==> src/rtl/fetch_npc.sv <==
// Instruction fetch and next-PC selection.
// Four-state fetch sequencer (IDLE, REQ, HOLD, TRAP) that requests the word at pc,
// registers it, and advances pc from one of four sources.
// Optional feature: define FETCH_MISALIGN_TRAP_EN to trap on a misaligned next PC.
// When it is undefined, the low two bits of the next PC are cleared instead.
module fetch_npc #(
  parameter logic [31:0] RESET_PC = 32'h0000_3000
) (
  input  logic        clk,
  input  logic        rst_n,
  input  logic [31:0] expand_imm,
  input  logic [25:0] jump_index,
  input  logic [31:0] reg_target,
  input  logic [1:0]  npc_sel,
  input  logic        branch_taken,
  input  logic        pc_en,
  output logic        imem_req,
  output logic [31:0] imem_addr,
  input  logic        imem_ready,
  input  logic [31:0] imem_rdata,
  output logic [31:0] instr,
  output logic        instr_valid,
  output logic [31:0] pc,
  output logic [31:0] pc_plus4,
  output logic        misalign
);

  typedef enum logic [1:0] {
    IDLE,
    REQ,
    HOLD,
    TRAP
  } state_t;

  state_t      state, next_state;
  logic [31:0] npc_raw;
  logic [31:0] npc;
  logic        npc_misaligned;

  assign pc_plus4  = pc + 32'd4;
  assign imem_req  = (state == REQ);
  assign imem_addr = pc;

  // Select the raw next PC; all sums wrap modulo 2^32
  always_comb begin
    npc_raw = pc_plus4;
    case (npc_sel)
      2'b00: npc_raw = pc_plus4;
      2'b01: npc_raw = branch_taken ? (pc_plus4 + (expand_imm << 2)) : pc_plus4;
      2'b10: npc_raw = {pc_plus4[31:28], jump_index, 2'b00};
      2'b11: npc_raw = reg_target;
      default: npc_raw = pc_plus4;
    endcase
  end

`ifdef FETCH_MISALIGN_TRAP_EN
  assign npc            = npc_raw;
  assign npc_misaligned = |npc_raw[1:0];
  assign misalign       = (state == TRAP);
`else
  assign npc            = npc_raw & ~32'h0000_0003;
  assign npc_misaligned = 1'b0;
  assign misalign       = 1'b0;
`endif

  // State register
  always_ff @(posedge clk or negedge rst_n) begin
    if (!rst_n) begin
      state <= IDLE;
    end else begin
      state <= next_state;
    end
  end

  // Next-state logic: REQ waits for memory, HOLD waits for retirement
  always_comb begin
    next_state = state;
    case (state)
      IDLE: next_state = REQ;
      REQ:  if (imem_ready) next_state = HOLD;
      HOLD: if (pc_en) next_state = npc_misaligned ? TRAP : REQ;
      TRAP: next_state = TRAP;
      default: next_state = IDLE;
    endcase
  end

  // Datapath: capture fetched word in REQ, advance pc in HOLD
  always_ff @(posedge clk or negedge rst_n) begin
    if (!rst_n) begin
      pc          <= RESET_PC;
      instr       <= '0;
      instr_valid <= 1'b0;
    end else begin
      case (state)
        REQ: begin
          if (imem_ready) begin
            instr       <= imem_rdata;
            instr_valid <= 1'b1;
          end
        end
        HOLD: begin
          if (pc_en) begin
            pc          <= npc;
            instr_valid <= 1'b0;
          end
        end
        default: ;
      endcase
    end
  end

endmodule

==> config.mk <==
export PLATFORM = sky130hd
export DESIGN_NAME = fetch_npc
export DESIGN_NICKNAME = d
export VERILOG_FILES = /design/src/rtl/fetch_npc.sv
export SDC_FILE = /design/constraint.sdc
export NUM_CORES = 1
export LEC_CHECK = 0
export ABC_AREA = 1
export CAP_MARGIN = 20
export CORE_MARGIN = 10
export CORE_UTILIZATION = 45
export CTS_CLUSTER_DIAMETER = 150
export DETAILED_ROUTE_END_ITERATION = 10
export PLACE_DENSITY = 0.83
export SLEW_MARGIN = 30
export SYNTH_ARGS = -nofsm -noshare
export SYNTH_HDL_FRONTEND = slang
export SYNTH_SLANG_ARGS = --single-unit
==> constraint.sdc <==
create_clock -name clk -period 3.8 [get_ports clk]
set_input_delay 0.76 -clock clk [delete_from_list [all_inputs] [get_ports clk]]
set_output_delay 0.76 -clock clk [all_outputs]
set_load 0.05 [all_outputs]
**After elaboration in Yosys (flattened, before gate mapping)**

Index checks and enable logic that the tools add are counted.

- Memories: 0
- Memory bits (writable): 0
- Output and inout port bits: 131
- Logic and storage cells: 29
- Flip-flop bits (word level): 65
- Memory bits (read-only): 0
- Bits in latches: 0

- Add/subtract/negate cells: 2
- $mul: 0
- Div/mod/pow operators: 0
- Mux-type cells: 8
- Shift operators: 0
- Order comparisons: 0
- Reductions and logical operators: 7
- Bitwise gates (word level): 0
- Equality and inequality tests: 8

Operators with widths:

| cell | count |
|---|---|
| $pmux 32 s4 | 1 |
| $add 32x3->32 const B | 1 |
| $add 32x32->32 | 1 |
| $mux 32 | 1 |
| $eq 2x2->1 const B | 4 |
| $pmux 2 s4 | 1 |
| $reduce_and 2->1 | 3 |
| $eq 2x1->1 const B | 2 |
| $logic_not 2->1 | 2 |
| $mux 2 | 2 |
| $reduce_and 3->1 | 1 |
| $mux 1 | 2 |
| $ne 2x1->1 const B | 1 |
| $ne 2x2->1 const B | 1 |
| $pmux 1 s2 | 1 |
| $reduce_bool 2->1 | 1 |

**Depth between registers and ports, before layout**

- Depth after elaboration: 4
- Gate-level depth with buffers: 26

**Worst setup path after synthesis**

Ideal clock, no wire load.

- Kind: flip-flop to flip-flop
- From: reg pc[2], in the netlist imem_addr[2]
- To: reg pc[29], in the netlist imem_addr[29]
- Arrival: 3.722 ns
- Clock period less this slack: 3.835 ns
- Data required time: 3.687 ns
- Setup slack: -0.035 ns
- Setup time: 0.113 ns
- Cell stages (with the launch flop): 19
- Cells stage by stage: dfrtp_1 > ha_1 > inv_1 > nor3_4 > nand3_2 > nor3_2 > xor2_1 > ha_1 > nand2_1 > nand2_1 > o21bai_1 > a21oi_1 > nor2_1 > nor2_1 > nand3_1 > nand3_1 > nand3_1 > nand2_1 > inv_1

- Longest elaborated chain between the ends: 4

Ends and longest elaborated chain:

| what | RTL line | text |
|---|---|---|
| from (decl) | 23 | `output logic [31:0] pc,` |
| from (signal assigned) | 103 | `pc <= npc;` |
| $add 32x3->32 | 40 | `assign pc_plus4 = pc + 32'd4;` |
| via pc_plus4[16] | 24 | `output logic [31:0] pc_plus4,` |
| $add 32x32->32 | 49 | `2'b01: npc_raw = branch_taken ? (pc_plus4 + (expand_imm << 2)) : pc_plus4;` |
| $mux 32 | 49 |  |
| $pmux 32 s4 | 47 | `case (npc_sel)` |

The timed path passes the listed nets, and every way through them passes these cells.
A chain may end at the register's enable or synchronous reset.

**Worst setup path after layout**

- From: reg pc[12], in the netlist imem_addr[12]
- To: out pc_plus4[30]

- Longest elaborated chain between the ends: 1

Ends and longest elaborated chain:

| what | RTL line |
|---|---|
| $add 32x3->32 | 40 |
| to (decl) | 24 |

Every way passes these cells.

==> impl_metrics.toml <==
[run_status]
status = "completed"

[logic_synthesis]
ys_types = 49
synth_top_family_by_area = "simple AND/OR/NAND/NOR gates"
synth-edff-count = 0
yosys.area_share.adder = 0.0706
yosys.area_share.simple = 0.313
avgSynthCellArea_um2 = 6.65
synthXorXnorAreaFrac = 0.0283
synth_mux_area_frac = 0.0555
synthCells = 976
ys_ff_latch = 65
seq_area_frac_synth = 0.251
synthesis.area_um2 = 6490
yosys_most_used_dff = "dfrtp_1"
synth_compound_area_frac = 0.136
ys.warnings.count = 0
synthArstFlopShare = 1.00

[cts]
htreeDepth = 3
cts_tree = "built"
cts_root_buf = "clkbuf_16"
clk_path_buf_depth = 2
post_cts_buffers = 0
path_clk_slew_ns = 0.06
clkLatencyLatePin_ns = 0.34
cts_made_buffers = 9
clkSinkCount = 65

[power]
ir_drop_uv = 885
powerDensity_nw_per_um2 = 984
p_leak_nw = 4.49
p_total_mw = 9.14

[worst_hold_path]
min_path_type = "in -> async"

[route]
drt_iter0_markers = 667
num_vias = 7412
first_pass_iters = 6
via_per_inst = 5.36
postRouteAntennaNets = 0
post-route-drc-count = 0
wl_per_cell_um = 18.4
routed_wl_mm = 25.4

[timing]
slew_headroom = 0.554
worst_pin_slew_ns = 0.668
finalHoldViolations = 0
layout_setup_ws_ns = 0.112
drv_slew = 0
holdWs_ns = 0.310
period_needed_ns = 3.69
setup_tns_ns = 0
finalSetupViolations = 0
clock.fmax_mhz = 271
final.period_utilization = 0.970
fin_worst_skew_ns = 0.00772
rsz0062_at_grt = "no"

[global_routing]
grt_pass1_vias = 7177
grt_max_degree = 38
grt_remaining_overflow = 0
use_met2 = 0.420
grt_use_met3 = 0.0805
grt_first_pass_wirelength_mm = 39.0
use_met1 = 0.295
top_usage_layer = "met2"
grt_usage = 0.247
antenna_found_initial = 0

[placed_design]
dpl_cell_area_um2 = 8940
place_hpwl_mm = 21.2
placed_cells = 1365
portBuffers = 248
pre_cts_ws_ns = 0.343
place_congestion = 1.06

[worst_setup_path]
cp.required_ns = 3.04
slowest_delay_ns = 0.83
critical_path_class = "reg -> out"
path_max_fanout = 5
worst_setup_path_start_kind = "flop"
path_cells = "nand2_1 -> nor2_1 -> nand3_1 -> inv_1 -> nand2_1 -> nand2_1 -> nand2_1 -> inv_1 -> clkdlybuf4s50_1"
worstPathArrival_ns = 2.93
worstReg2RegStart = "imem_addr[12]$_DFFE_PN1P_"
cpMostUsedCell = "nand2_1"
slowest_stage = "clkdlybuf4s50_1"
critical_path.endpoint_type = "output port"
rr_worst_depth = 17
r2r_slack_ns = 0.31
r2r_end = "imem_addr[22]$_DFFE_PN0P_"

[floorplanning]
fp.dieW_um = 140
start_util = 0.464
die_area_um2 = 19600
rows = 43
die_h_um = 140
ioPinCount = 260
coreArea_um2 = 14000

[cells_and_area]
area_delta_synth_final_pct = 43.1
utilization = 0.664
layout-drive-gt1-share = 0.0782
diodes = 0
final_cells = 1382
nets = 1362
finalInstanceArea_um2 = 9290

[job]
cap_violations = 0
## worst max-delay path: cells and delay by family (launching register included)
| kind | cells | cell delay (ns) |
|---|---|---|
| buffers and inverters | 3 | 1.13 |
| flip-flops | 1 | 0.60 |
| AND/OR/NAND/NOR | 6 | 0.87 |
## worst max path at each step
stage	cells past startpoint	slack (ns)	startpoint	to
floorplan	18	0.09	imem_addr[2]$_DFFE_PN0P_	imem_addr[31]$_DFFE_PN0P_
global placement	16	0.36	imem_addr[4]$_DFFE_PN0P_	imem_addr[22]$_DFFE_PN0P_
detailed placement	21	0.34	imem_addr[3]$_DFFE_PN0P_	imem_addr[27]$_DFFE_PN0P_
CTS	6	0.03	imem_addr[4]$_DFFE_PN0P_	pc_plus4[9]
global route	9	0.002	imem_addr[12]$_DFFE_PN1P_	pc_plus4[30]
finish	9	0.11	imem_addr[12]$_DFFE_PN1P_	pc_plus4[30]
## cell usage in the layout (no fill, tap or decap), types with 5 or more instances in the layout
| master | synthesis | routed |
|---|---|---|
| ha_1 | 35 | 35 |
| nor3_1 | 12 | 12 |
| clkdlybuf4s50_1 | 0 | 242 |
| nand4_1 | 13 | 13 |
| xor2_1 | 10 | 8 |
| dlymetal6s2s_1 | 0 | 5 |
| nand3_1 | 59 | 59 |
| conb_1 | 1 | 7 |
| clkbuf_16 | 0 | 9 |
| nand2_1 | 281 | 281 |
| dfrtp_1 | 63 | 62 |
| a21oi_1 | 42 | 42 |
| o211ai_1 | 6 | 6 |
| mux2_2 | 32 | 32 |
| buf_4 | 37 | 10 |
| inv_1 | 153 | 153 |
| o21ai_0 | 38 | 38 |
| nand3b_1 | 8 | 8 |
| o21bai_1 | 11 | 11 |
| o21ai_1 | 6 | 6 |
| a22o_1 | 16 | 16 |
| nor2_1 | 68 | 66 |
| nand2_2 | 5 | 5 |
| xnor2_1 | 11 | 11 |
## layer usage
layer  share of wire  vias to the layer above
met4           0.017                        0
met2            0.49                      404
met5               0                        -
met3            0.10                       32
li1                -                     3569
met1            0.39                     3407
## sequential cells by signal, summed over array words and instances, names as in the netlist
| register | cells |
|---|---|
| instr | 32 |
| imem_addr | 30 |
| state | 2 |
| instr_valid | 1 |
## power by group
part           internal, mW  total, mW  switching [mW]
logic                  2.22       6.82            4.60
clock network         0.513      0.846           0.333
registers              1.04       1.47           0.431
total                  3.77       9.14            5.37
## Yosys cell counts, types with 3 or more instances
| cell type | n | area (um^2) |
|---|---|---|
| o22ai_1 | 4 | 25.0 |
| o211ai_1 | 6 | 45.0 |
| buf_2 | 4 | 20.0 |
| xnor2_1 | 11 | 96.3 |
| nand3_2 | 3 | 30.0 |
| mux2_2 | 32 | 360 |
| nand3b_1 | 8 | 60.1 |
| dfrtp_1 | 63 | 1580 |
| a221oi_1 | 3 | 26.3 |
| a22o_1 | 16 | 140 |
| o21ai_1 | 6 | 30.0 |
| a21oi_1 | 42 | 210 |
| nand4_1 | 13 | 81.3 |
| nand3_1 | 59 | 295 |
| nor3_2 | 3 | 30.0 |
| nor2_1 | 68 | 255 |
| a211oi_1 | 3 | 22.5 |
| xor2_1 | 10 | 87.6 |
| o21bai_1 | 11 | 82.6 |
| buf_4 | 37 | 278 |
| nand2_1 | 281 | 1050 |
| o21ai_0 | 38 | 190 |
| nor3_1 | 12 | 60.1 |
| nor4_1 | 3 | 18.8 |
| or2_2 | 4 | 25.0 |
| ha_1 | 35 | 438 |
| nand2_2 | 5 | 31.3 |
| clkbuf_1 | 13 | 48.8 |
| inv_1 | 153 | 574 |
| o21a_1 | 3 | 22.5 |
## final cells by class
type | count | area (um^2)
fill | 1242 | 4700
multi-input combinational | 707 | 3960
timing repair buffer | 259 | 2580
sequential | 65 | 1630
inverter | 155 | 582
clock buffer | 9 | 225
tap | 180 | 225
clock inverter | 7 | 78.8
## repair_timing
item / in CTS / in global routing
resized for setup: 0 / 8
hold buffers: 0 / 0
setup endpoints to repair: 0 / 11
## logic make-up (layout without fill, tap and decap cells)
logic type / Yosys count / count (layout)
compound gates: 143 / 143
xor+xnor: 21 / 21
fa+ha+maj: 36 / 36
buf+inv: 210 / 430
flops: 65 / 65
mux: 32 / 32
other cells: 1 / 7
simple gates: 468 / 468
No activity file was read; power rests on OpenSTA's default activity.
